==> config.mk <==
export PLATFORM = sky130hd
export DESIGN_NAME = instr_mem_loader
export DESIGN_NICKNAME = d
export VERILOG_FILES = /design/src/rtl/instr_mem_loader.sv
export SDC_FILE = /design/constraint.sdc
export NUM_CORES = 1
export LEC_CHECK = 0
export CAP_MARGIN = 5
export CORE_MARGIN = 1.5
export CORE_UTILIZATION = 40
export CTS_BUF_LIST = sky130_fd_sc_hd__clkbuf_4
export CTS_CLUSTER_SIZE = 30
export DETAILED_ROUTE_END_ITERATION = 8
export GPL_ROUTABILITY_DRIVEN = 1
export PLACE_DENSITY = 0.57
export SLEW_MARGIN = 20
export SYNTH_ARGS = -nofsm -noshare
export SYNTH_HDL_FRONTEND = slang
export SYNTH_SLANG_ARGS = --single-unit
export TNS_END_PERCENT = 30
==> constraint.sdc <==
create_clock -name clk -period 6 [get_ports clk]
set_clock_uncertainty 0.1 [all_clocks]
set_input_delay 1.2 -clock clk [delete_from_list [all_inputs] [get_ports clk]]
set_output_delay 1.2 -clock clk [all_outputs]
set_load 0.02 [all_outputs]
==> src/rtl/instr_mem_loader.sv <==
// Byte-stream loader: receives a length-prefixed, XOR-checksummed program image,
// writes it into instruction memory and holds the core in reset until verified.
module instr_mem_loader #(
    parameter int ADDR_W = 6
) (
    input  logic              clk,
    input  logic              areset,
    input  logic              start,
    input  logic [7:0]        rx_data,
    input  logic              rx_valid,
    output logic              rx_ready,
    output logic              mem_we,
    output logic [ADDR_W-1:0] mem_addr,
    output logic [31:0]       mem_wdata,
    output logic              cpu_reset_n,
    output logic              done,
    output logic              error
);

    localparam int MAX_WORDS = 2 ** ADDR_W;

    typedef enum logic [2:0] {
        IDLE,
        LEN_LO,
        LEN_HI,
        DATA,
        CSUM,
        DONE,
        ERR
    } state_t;

    state_t            state;
    logic [7:0]        len_lo;
    logic [ADDR_W:0]   n_words;
    logic [ADDR_W:0]   word_cnt;
    logic [1:0]        byte_cnt;
    logic [7:0]        csum;
    logic [23:0]       shift;

    logic              accept;
    logic [15:0]       len_full;
    logic [ADDR_W:0]   word_next;

    assign accept    = rx_valid && rx_ready;
    assign len_full  = {rx_data, len_lo};
    // Word counter is one bit wider than the address so N == MAX_WORDS never wraps.
    assign word_next = word_cnt + 1'b1;

    // NOTE: all state and outputs use non-blocking assignments so every register
    // samples pre-edge values, independent of statement order in this block.
    always_ff @(posedge clk) begin
        if (!areset) begin
            state       <= IDLE;
            rx_ready    <= 1'b0;
            mem_we      <= 1'b0;
            mem_addr    <= '0;
            mem_wdata   <= '0;
            cpu_reset_n <= 1'b0;
            done        <= 1'b0;
            error       <= 1'b0;
            len_lo      <= '0;
            n_words     <= '0;
            word_cnt    <= '0;
            byte_cnt    <= '0;
            csum        <= '0;
            shift       <= '0;
        end else begin
            mem_we <= 1'b0;
            unique case (state)
                IDLE, DONE, ERR: begin
                    if (start) begin
                        state       <= LEN_LO;
                        rx_ready    <= 1'b1;
                        cpu_reset_n <= 1'b0;
                        done        <= 1'b0;
                        error       <= 1'b0;
                        word_cnt    <= '0;
                        byte_cnt    <= '0;
                        csum        <= '0;
                    end
                end
                LEN_LO: begin
                    if (accept) begin
                        len_lo <= rx_data;
                        csum   <= csum ^ rx_data;
                        state  <= LEN_HI;
                    end
                end
                LEN_HI: begin
                    if (accept) begin
                        csum    <= csum ^ rx_data;
                        n_words <= len_full[ADDR_W:0];
                        if ({1'b0, len_full} > 17'(MAX_WORDS)) begin
                            state    <= ERR;
                            rx_ready <= 1'b0;
                            error    <= 1'b1;
                        end else if (len_full == 16'd0) begin
                            state <= CSUM;
                        end else begin
                            state <= DATA;
                        end
                    end
                end
                DATA: begin
                    if (accept) begin
                        csum     <= csum ^ rx_data;
                        shift    <= {rx_data, shift[23:8]};
                        byte_cnt <= byte_cnt + 2'd1;
                        if (byte_cnt == 2'd3) begin
                            // Write lands the cycle after the 4th byte; input keeps flowing.
                            mem_we    <= 1'b1;
                            mem_wdata <= {rx_data, shift};
                            mem_addr  <= word_cnt[ADDR_W-1:0];
                            word_cnt  <= word_next;
                            if (word_next == n_words) begin
                                state <= CSUM;
                            end
                        end
                    end
                end
                CSUM: begin
                    if (accept) begin
                        rx_ready <= 1'b0;
                        if (rx_data == csum) begin
                            state       <= DONE;
                            done        <= 1'b1;
                            cpu_reset_n <= 1'b1;
                        end else begin
                            state <= ERR;
                            error <= 1'b1;
                        end
                    end
                end
                default: begin
                    state    <= IDLE;
                    rx_ready <= 1'b0;
                end
            endcase
        end
    end

endmodule

Word-level counts from Yosys, hierarchy flattened
Index checks and enable logic that the tools add are counted.

Equal/unequal tests: 20. Magnitude comparators: 1. Reductions and logical operators: 22. Bitwise gates (word level): 2. Add/subtract/negate cells: 2. Mux-type cells: 36.

Operator list (number): $mux W3 (9); $mux W7 (3); $ne A2 B2 Y1 const B (10); $gt A16 B7 Y1 const B (1); $logic_not A16 Y1 (1); $mux W8 (2); $pmux W8 S2 (1); $pmux W3 S5 (1); $pmux W7 S2 (1); $mux W1 (12); $reduce_and A3 Y1 (4); $eq A3 B3 Y1 const B (3); $eq A8 B8 Y1 (1); $reduce_and A4 Y1 (2); $xor A8 B8 Y8 (1); $add A7 B1 Y7 const B (1); $eq A7 B7 Y1 (1); $reduce_and A7 Y1 (1); $eq A3 B2 Y1 const B (2); $mux W2 (3); $reduce_and A2 Y1 (3); $reduce_and A6 Y1 (1); $reduce_bool A2 Y1 (3); $reduce_or A3 Y1 (2); other kinds (14) (14).

Bits of input ports: 12. Bits in registers: 101. Output and inout bits: 43.

Logic depth before layout (Yosys ltp)
Gate-level depths: netlist of run 1.

Word-level depth: 6. Mapped depth: 8. Mapped depth without buffers: 7.

Worst setup path before layout of run 1
Ideal clock, no wire load.

Kind: input port to flip-flop. From: input rx_data[5]. To: register state[2]. Data required time: 5.784 ns. Path buffers: 1. Slack: 3.419 ns. Stages: 7. Data arrival time: 2.365 ns. Setup time: 0.116 ns. Cells stage by stage: buf_6 nor4_4 nand3_2 or3b_1 o21ai_1 nand3_1 o211a_1.

Cells in the longest elaborated chain, start to end: 5. Elaborated cells between the ends (all ways): 6. Those cells by class: order compare: 1; mux: 4; reduce/logical: 1.

Ends and longest elaborated chain: start, declared (line 9) `input logic [7:0] rx_data,`; branches (longest 2 deep; another with $gt A16 B7 Y1); $mux W3 (*) (line 93) `if ({1'b0, len_full} > 17'(MAX_WORDS)) begin`; $mux W3 (*) (line 90) `if (accept) begin`; $pmux W3 S5 (*) (line 69) `unique case (state)`; end signal, assigned (line 72) `state <= LEN_LO;`; end signal, assigned (line 94) `state <= ERR;`; end signal, assigned (line 98) `state <= CSUM;`; end, declared (line 32) `state_t state;`.

Mark *: on every way between the ends. The select of a mux whose other input is x is not followed. A chain may end at the register's enable or synchronous reset.

Final worst setup path of run 1
From: input rx_valid. To: register word_cnt[4].

Cells in the longest elaborated chain, start to end: 3.

Ends and longest elaborated chain: start, declared (line 10) `input logic rx_valid,`; $logic_and A1 B1 Y1 (line 44) `assign accept = rx_valid && rx_ready;`; $ne A2 B2 Y1 (no source line); $reduce_and A4 Y1 (no source line); end signal, assigned (line 114) `word_cnt <= word_next;`; end, declared (line 35) `logic [ADDR_W:0] word_cnt;`.

Every way passes these cells.

==> results.yml, run 1 <==
final_layout:
  fin_area_um2: 5283
  fin_nets: 604
  drive_gt1_share_pct: 5.714
  area_growth_syn_to_layout_pct: 12.59
  layoutNonFillerInstCount: 739
floorplan:
  rows: 39
  dieArea_um2: 12390
  die_h_um: 111.3
  initial_core_util_pct: 41.09
  fp.dieW_um: 111.3
  pin_count: 55
  coreArea_um2: 11420
clocking:
  path_clk_slew_ns: 0.16
  post_cts_buffers: 0
  cts_tree: "done"
  clockBufferDepth: 2
  htree_num_levels: 3
  clock_insertion_delay_worst_skew_ns: 0.46
  clock-sinks: 101
  cts_buffers: 9
  cts-root-buf: "clkbuf_4"
  cts_resized: 0
  postCtsHoldBufs: 0
sta:
  tightest_slew_ns: 0.9905
  hold_violations: 0
  post-route-min-period_ns: 3.084
  grt_setup_unrepaired: "false"
  setup_tns_ns: 0
  slew_viol_final: 0
  fin_crit_sh_pct: 51.40
  setup_viol: 0
  max-slew-margin-rel_pct: 33.90
  max_freq_mhz: 324.3
setup_path:
  cpPeakStageDelay_ns: 0.69
  r2r_cells: 6
  r2r_end: "word_cnt[4]$_SDFFE_PN0P_"
  critical_path_class: "in -> reg"
  startpoint_type: "input pin"
  crit_path_cell_trace: "clkdlybuf4s50_1 > and3b_1 > nand3_1 > nand2_1 > o21ai_0 > a21oi_1 > nor2b_1"
  critPathMaxFanout: 25
  crit_arrival_ns: 3.37
  r2r-start: "state[0]$_SDFFE_PN0P_"
  slowest_stage: "nand3_1"
  end_kind: "flip-flop"
  reg2reg_slack_ns: 3.39
  required_ns: 6.29
power:
  p_total_mw: 1.364
  peakVddDrop_mv: 0.1337
  seqPwrFrac_pct: 53.6
  p_switching_mw: 0.4394
  p_leak_nw: 1.780
  power_density_nw_per_um2: 258.3
  p_int_mw: 0.9249
  swShare_pct: 32.21
  pwr-share-comb_pct: 19.7
  clockPowerShare_pct: 26.7
placed_design:
  dpl.hpwl_um: 6949
  routabilityCongestion: 0.8160
  io_buffer_count: 54
  dp.cells: 722
  placed_cell_area_um2: 5141
worst_hold_path:
  hold_path_class: "reg -> reg"
  hp-start: "shift[4]$_SDFFE_PN0P_"
  min_to: "mem_wdata[4]$_SDFFE_PN0P_"
  worstHoldPathCells: 2
detailed_routing:
  vias: 3724
  routed_wl_um: 10600
  drtPass1Iterations: 4
  wl_per_cell_um: 14.34
  drc_errors: 0
  antenna_left: 0
  viasPerCell: 5.039
  drt_iter0_drc: 262
job:
  maxCapViolations: 0
synthesis:
  ys_warn_count: 0
  synthFlopType: "dfxtp_1"
  yosysSeqAreaShare_pct: 43.09
  netlist_instances: 567
  yosysUniqueCellTypes: 54
  syn_avg_cell_area_um2: 8.275
  synthesis.nets: 581
  synth-async-reset-ratio_pct: 0
  synth_edf_count: 0
  synth_seq_cells: 101
  syn_area_um2: 4692
global_route:
  grt-ovfl-total: 0
  grt.total_usage_pct: 17.96
  grt_pass1_vias: 3543
  grt_pass1_wl_um: 18200
  use_met1_pct: 25.29
  met3_usage_pct: 3.445
  grt-busiest-layer: "met2"
  grt_max_degree: 69
  met2_usage_pct: 27.32
  antenna_found_initial: 1
outcome:
  status: "finished, final reports clean"
## cell usage after synthesis (2+ instances only)
cell      number  area share [%]
o21ai_0       20             2.1
xnor2_1        6             1.1
nand4_1        2            0.27
and3_1         3            0.40
buf_6          9             2.2
ha_1           2            0.53
or2_1          2            0.27
a21oi_1       12             1.3
xor2_1        14             2.6
nand3_2        3            0.64
mux2i_1        7             1.5
and2_1        13             1.7
nor2b_1       13             1.7
a211oi_1       2            0.32
clkbuf_8       2            0.59
clkbuf_1      21             1.7
buf_2          7            0.75
a21boi_0      15             2.4
nand2b_1       3            0.40
nor3_1         5            0.53
dfxtp_1      101              43
nand2_1      160              13
nor4_1         2            0.27
nand3_1        5            0.53
a21boi_1      58             9.3
nor3b_1        2            0.32
o21ai_1       20             2.1
o211a_1        3            0.64
nor2_1        22             1.8
buf_4          6            0.96
nor2_2         4            0.53
## area by class of cell
type	instances	area, um2
diodes	1	2.502
clock buffers	9	67.56
clock inverters	7	71.32
fillers	1167	6136
inverters	1	3.754
multi-input cells	420	2379
flip-flops and latches	101	2022
well taps	143	178.9
repair buffers	57	558.0
## how the worst max path moves through the flow
stage / startpoint / endpoint
6_report: rx_valid / word_cnt[4]$_SDFFE_PN0P_
5_1_grt: rx_valid / word_cnt[4]$_SDFFE_PN0P_
4_1_cts: rx_valid / word_cnt[4]$_SDFFE_PN0P_
3_5_place_dp: rx_valid / word_cnt[4]$_SDFFE_PN0P_
3_3_place_gp: rx_valid / word_cnt[4]$_SDFFE_PN0P_
2_1_floorplan: rx_data[5] / state[2]$_SDFFE_PN0P_
## worst max-delay path: cells and delay by family
kind,cells,cell delay [ns]
buffers and inverters,1,0.48
AO/OA/AOI/OAI,2,0.30
AND/OR/NAND/NOR,4,1.39
## power groups by stage
stage / logic (mW) / clock network [mW] / registers (mW)
2_1_floorplan: 0.251 / 0 / 0.721
3_3_place_gp: 0.265 / 0 / 0.744
3_5_place_dp: 0.268 / 0 / 0.745
4_1_cts: 0.269 / 0.378 / 0.730
5_1_grt: 0.300 / 0.408 / 0.737
6_report: 0.268 / 0.365 / 0.731
## registers in the layout, indices dropped and copies added, names as in the netlist
signal and flops:
mem_wdata 32, shift 24, csum 8, len_lo 8
n_words 7, word_cnt 7, mem_addr 6, state 3
byte_cnt 2, done 1, error 1, mem_we 1
rx_ready 1
## kinds of logic (layout without fill, tap and decap cells)
kind of cell / after synthesis / in the layout / share of synthesized area (%)
simple gates: 248 / 248 / 24.16
fa+ha+maj: 2 / 2 / 0.5332
flops: 101 / 101 / 43.09
compound gates: 143 / 143 / 20.77
buf+inv: 46 / 74 / 6.213
mux: 7 / 7 / 1.493
other cells: 0 / 1 / 0
xor+xnor: 20 / 20 / 3.733
## cell usage in the layout, fill, tap and decap left out, drive strengths merged, types with 2 or more instances in the layout
cell type	n
nand2	160
dfxtp	101
a21boi	74
clkdlybuf4s50	53
o21ai	40
nor2	26
xor2	14
and2	14
nor2b	13
a21oi	13
clkbuf	9
nand3	8
mux2i	7
xnor2	6
nor3	5
and3	4
o211a	4
buf	4
nor4	4
nand2b	3
inv	3
clkinv	3
nor3b	2
nand4	2
or2	2
a211oi	2
ha	2
## stage by stage
step / utilization [%] / setup WS (ns) / hold WS, ns
2_1_floorplan: - / 3.419 / 0.3310
3_3_place_gp: 45.03 / 2.307 / 0.3400
3_5_place_dp: 45.03 / 2.372 / 0.3477
4_1_cts: 46.24 / 2.898 / 0.3676
5_1_grt: 46.26 / 2.707 / 0.3816
6_report: 46.26 / 2.916 / 0.3645
## layer usage
metal | wire (um) | part of all wire, % | vias up
met5 | 0 | 0 | -
met2 | 4614 | 44 | 83
met4 | 167 | 1.6 | 0
met1 | 5412 | 51 | 1700
li1 | - | - | 1930
met3 | 405 | 3.8 | 11
Note: power is estimated with default switching activity, not from simulation.
==> run 2: changes to the inputs <==
- clock period: 6 -> 2.9 ns (I/O delays scaled with it)
==> results.yml, run 2 (same netlist as run 1, synthesis figures left out) <==
final_layout:
  fin_nets: 613
  fillCellCount: 1173
  drive_gt1_share_pct: 6.822
  final_util_pct: 46.67
  final_cell_mix: "160 x nand2_1, 101 x dfxtp_1, 58 x a21boi_1"
  area_growth_syn_to_layout_pct: 13.57
  largest_reg_flops: 32
  biggestRegsByFlops: "mem_wdata: 32 flops, shift: 24 flops"
  regMostFlops: "mem_wdata"
  n_antenna_cell: 0
  layoutNonFillerInstCount: 744
  mostFrequentLayoutCell: "nand2_1"
setup_path:
  startpoint_type: "flip-flop"
  end_kind: "flip-flop"
  critical_path_class: "reg -> reg"
  required_ns: 3.20
  critPathMaxFanout: 7
  crit_arrival_ns: 2.54
sta:
  fin_crit_sh_pct: 77.31
  hold_violations: 0
  tightest_slew_ns: 0.6210
  post-route-min-period_ns: 2.242
  grt_setup_unrepaired: "false"
  max_freq_mhz: 446.0
  max-slew-margin-rel_pct: 58.55
  setup_viol: 0
  slew_viol_final: 0
  worst_slack_ns: 0.6580
  setup_tns_ns: 0
placed_design:
  dp.cells: 731
  io_buffer_count: 54
  pre_cts_ws_ns: 0.3133
  routabilityCongestion: 0.8087
  dpl.hpwl_um: 7262
floorplan:
  fp.dieW_um: 111.3
  rows: 39
  initial_core_util_pct: 41.09
  dieArea_um2: 12390
  die_h_um: 111.3
  coreArea_um2: 11420
  pin_count: 55
global_route:
  grt_pass1_vias: 3533
  antenna_found_initial: 0
  grt_pass1_wl_um: 17890
  grt.total_usage_pct: 17.76
  grt-ovfl-total: 0
  grt_max_degree: 49
detailed_routing:
  drc_errors: 0
  vias: 3787
  drt_iter0_drc: 226
  antenna_left: 0
  viasPerCell: 5.090
  routed_wl_um: 10630
  drtPass1Iterations: 4
  wl_per_cell_um: 14.28
clocking:
  htree_num_levels: 3
  postCtsHoldBufs: 0
  path_clk_slew_ns: 0.15
  post_cts_buffers: 0
  cts_buffers: 9
  cts_resized: 0
  clock_insertion_delay_worst_skew_ns: 0.46
  cts-root-buf: "clkbuf_4"
  clockBufferDepth: 2
  clock-sinks: 101
  cts_tree: "done"
power:
  peakVddDrop_mv: 0.2113
  p_total_mw: 2.726
  p_leak_nw: 1.806
  power_density_nw_per_um2: 511.6
outcome:
  status: "finished, final reports clean"
job:
  maxCapViolations: 0
worst_hold_path:
  hold_path_class: "reg -> reg"
==> run 2: cell types whose count changed in the layout (fill, tap and decap cells not counted), sizes merged <==
cell      delta
diode        -1
clkinv       -2
buf          +9
inv          -1
clkinvlp     +1
bufinv       -1
==> run 2: power breakdown <==
part | switching (mW) | leakage [nW] | total, mW | internal (mW)
clock network | 0.457 | 0.0478 | 0.620 | 0.163
logic | 0.361 | 0.943 | 0.608 | 0.247
registers | 0.0701 | 0.814 | 1.50 | 1.43
total | 0.889 | 1.81 | 2.73 | 1.84
==> run 2: worst max-delay path, cell delays in order, from the launching register on <==
cell and delay, ns:
dfxtp_1 0.51, ha_1 0.33, and3_4 0.23, nand3_2 0.10, xnor2_1 0.17, o41ai_2 0.35
o311a_2 0.27, o211a_1 0.13
==> run 2: final cells by class <==
| type | count | area (um2) | area share [%] |
|---|---|---|---|
| Multi-Input combinational cell | 420 | 2379 | 44.63 |
| Sequential cell | 101 | 2022 | 37.94 |
| Timing Repair Buffer | 66 | 650.6 | 12.21 |
| Tap cell | 143 | 178.9 | 3.358 |
| Clock buffer | 9 | 67.56 | 1.268 |
| Clock inverter | 4 | 27.53 | 0.5166 |
| Inverter | 1 | 3.754 | 0.07044 |
==> run 2: stage by stage <==
step / hold WS [ns] / cell area (um2)
floorplan: 0.3310 / 4692
global placement: 0.3417 / 5234
detailed placement: 0.3452 / 5234
CTS: 0.3647 / 5329
global route: 0.3854 / 5329
finish: 0.3602 / 5329
==> run 2: per-layer routing <==
metal  share of wire (%)  GRT usage (%)  wire length [um]  vias to the layer above
li1                    -              -                 -                     1943
met1                  52          25.30              5491                     1776
met2                  43          26.87              4610                       56
met3                 3.5          3.445               373                       12
met4                 1.4          6.329               149                        0
met5                   0              0                 0                        -
==> run 2: path summary, 6_finish.rpt <==
kind	start	end	slack, ns	depth (start not counted)
max	word_cnt[0]$_SDFFE_PN0P_	state[2]$_SDFFE_PN0P_	0.66	7
min	mem_addr[4]$_SDFFE_PN0P_	mem_addr[4]$_SDFFE_PN0P_	0.36	2
max reg2reg	word_cnt[0]$_SDFFE_PN0P_	state[2]$_SDFFE_PN0P_	0.66	7
min reg2reg	mem_addr[4]$_SDFFE_PN0P_	mem_addr[4]$_SDFFE_PN0P_	0.36	2
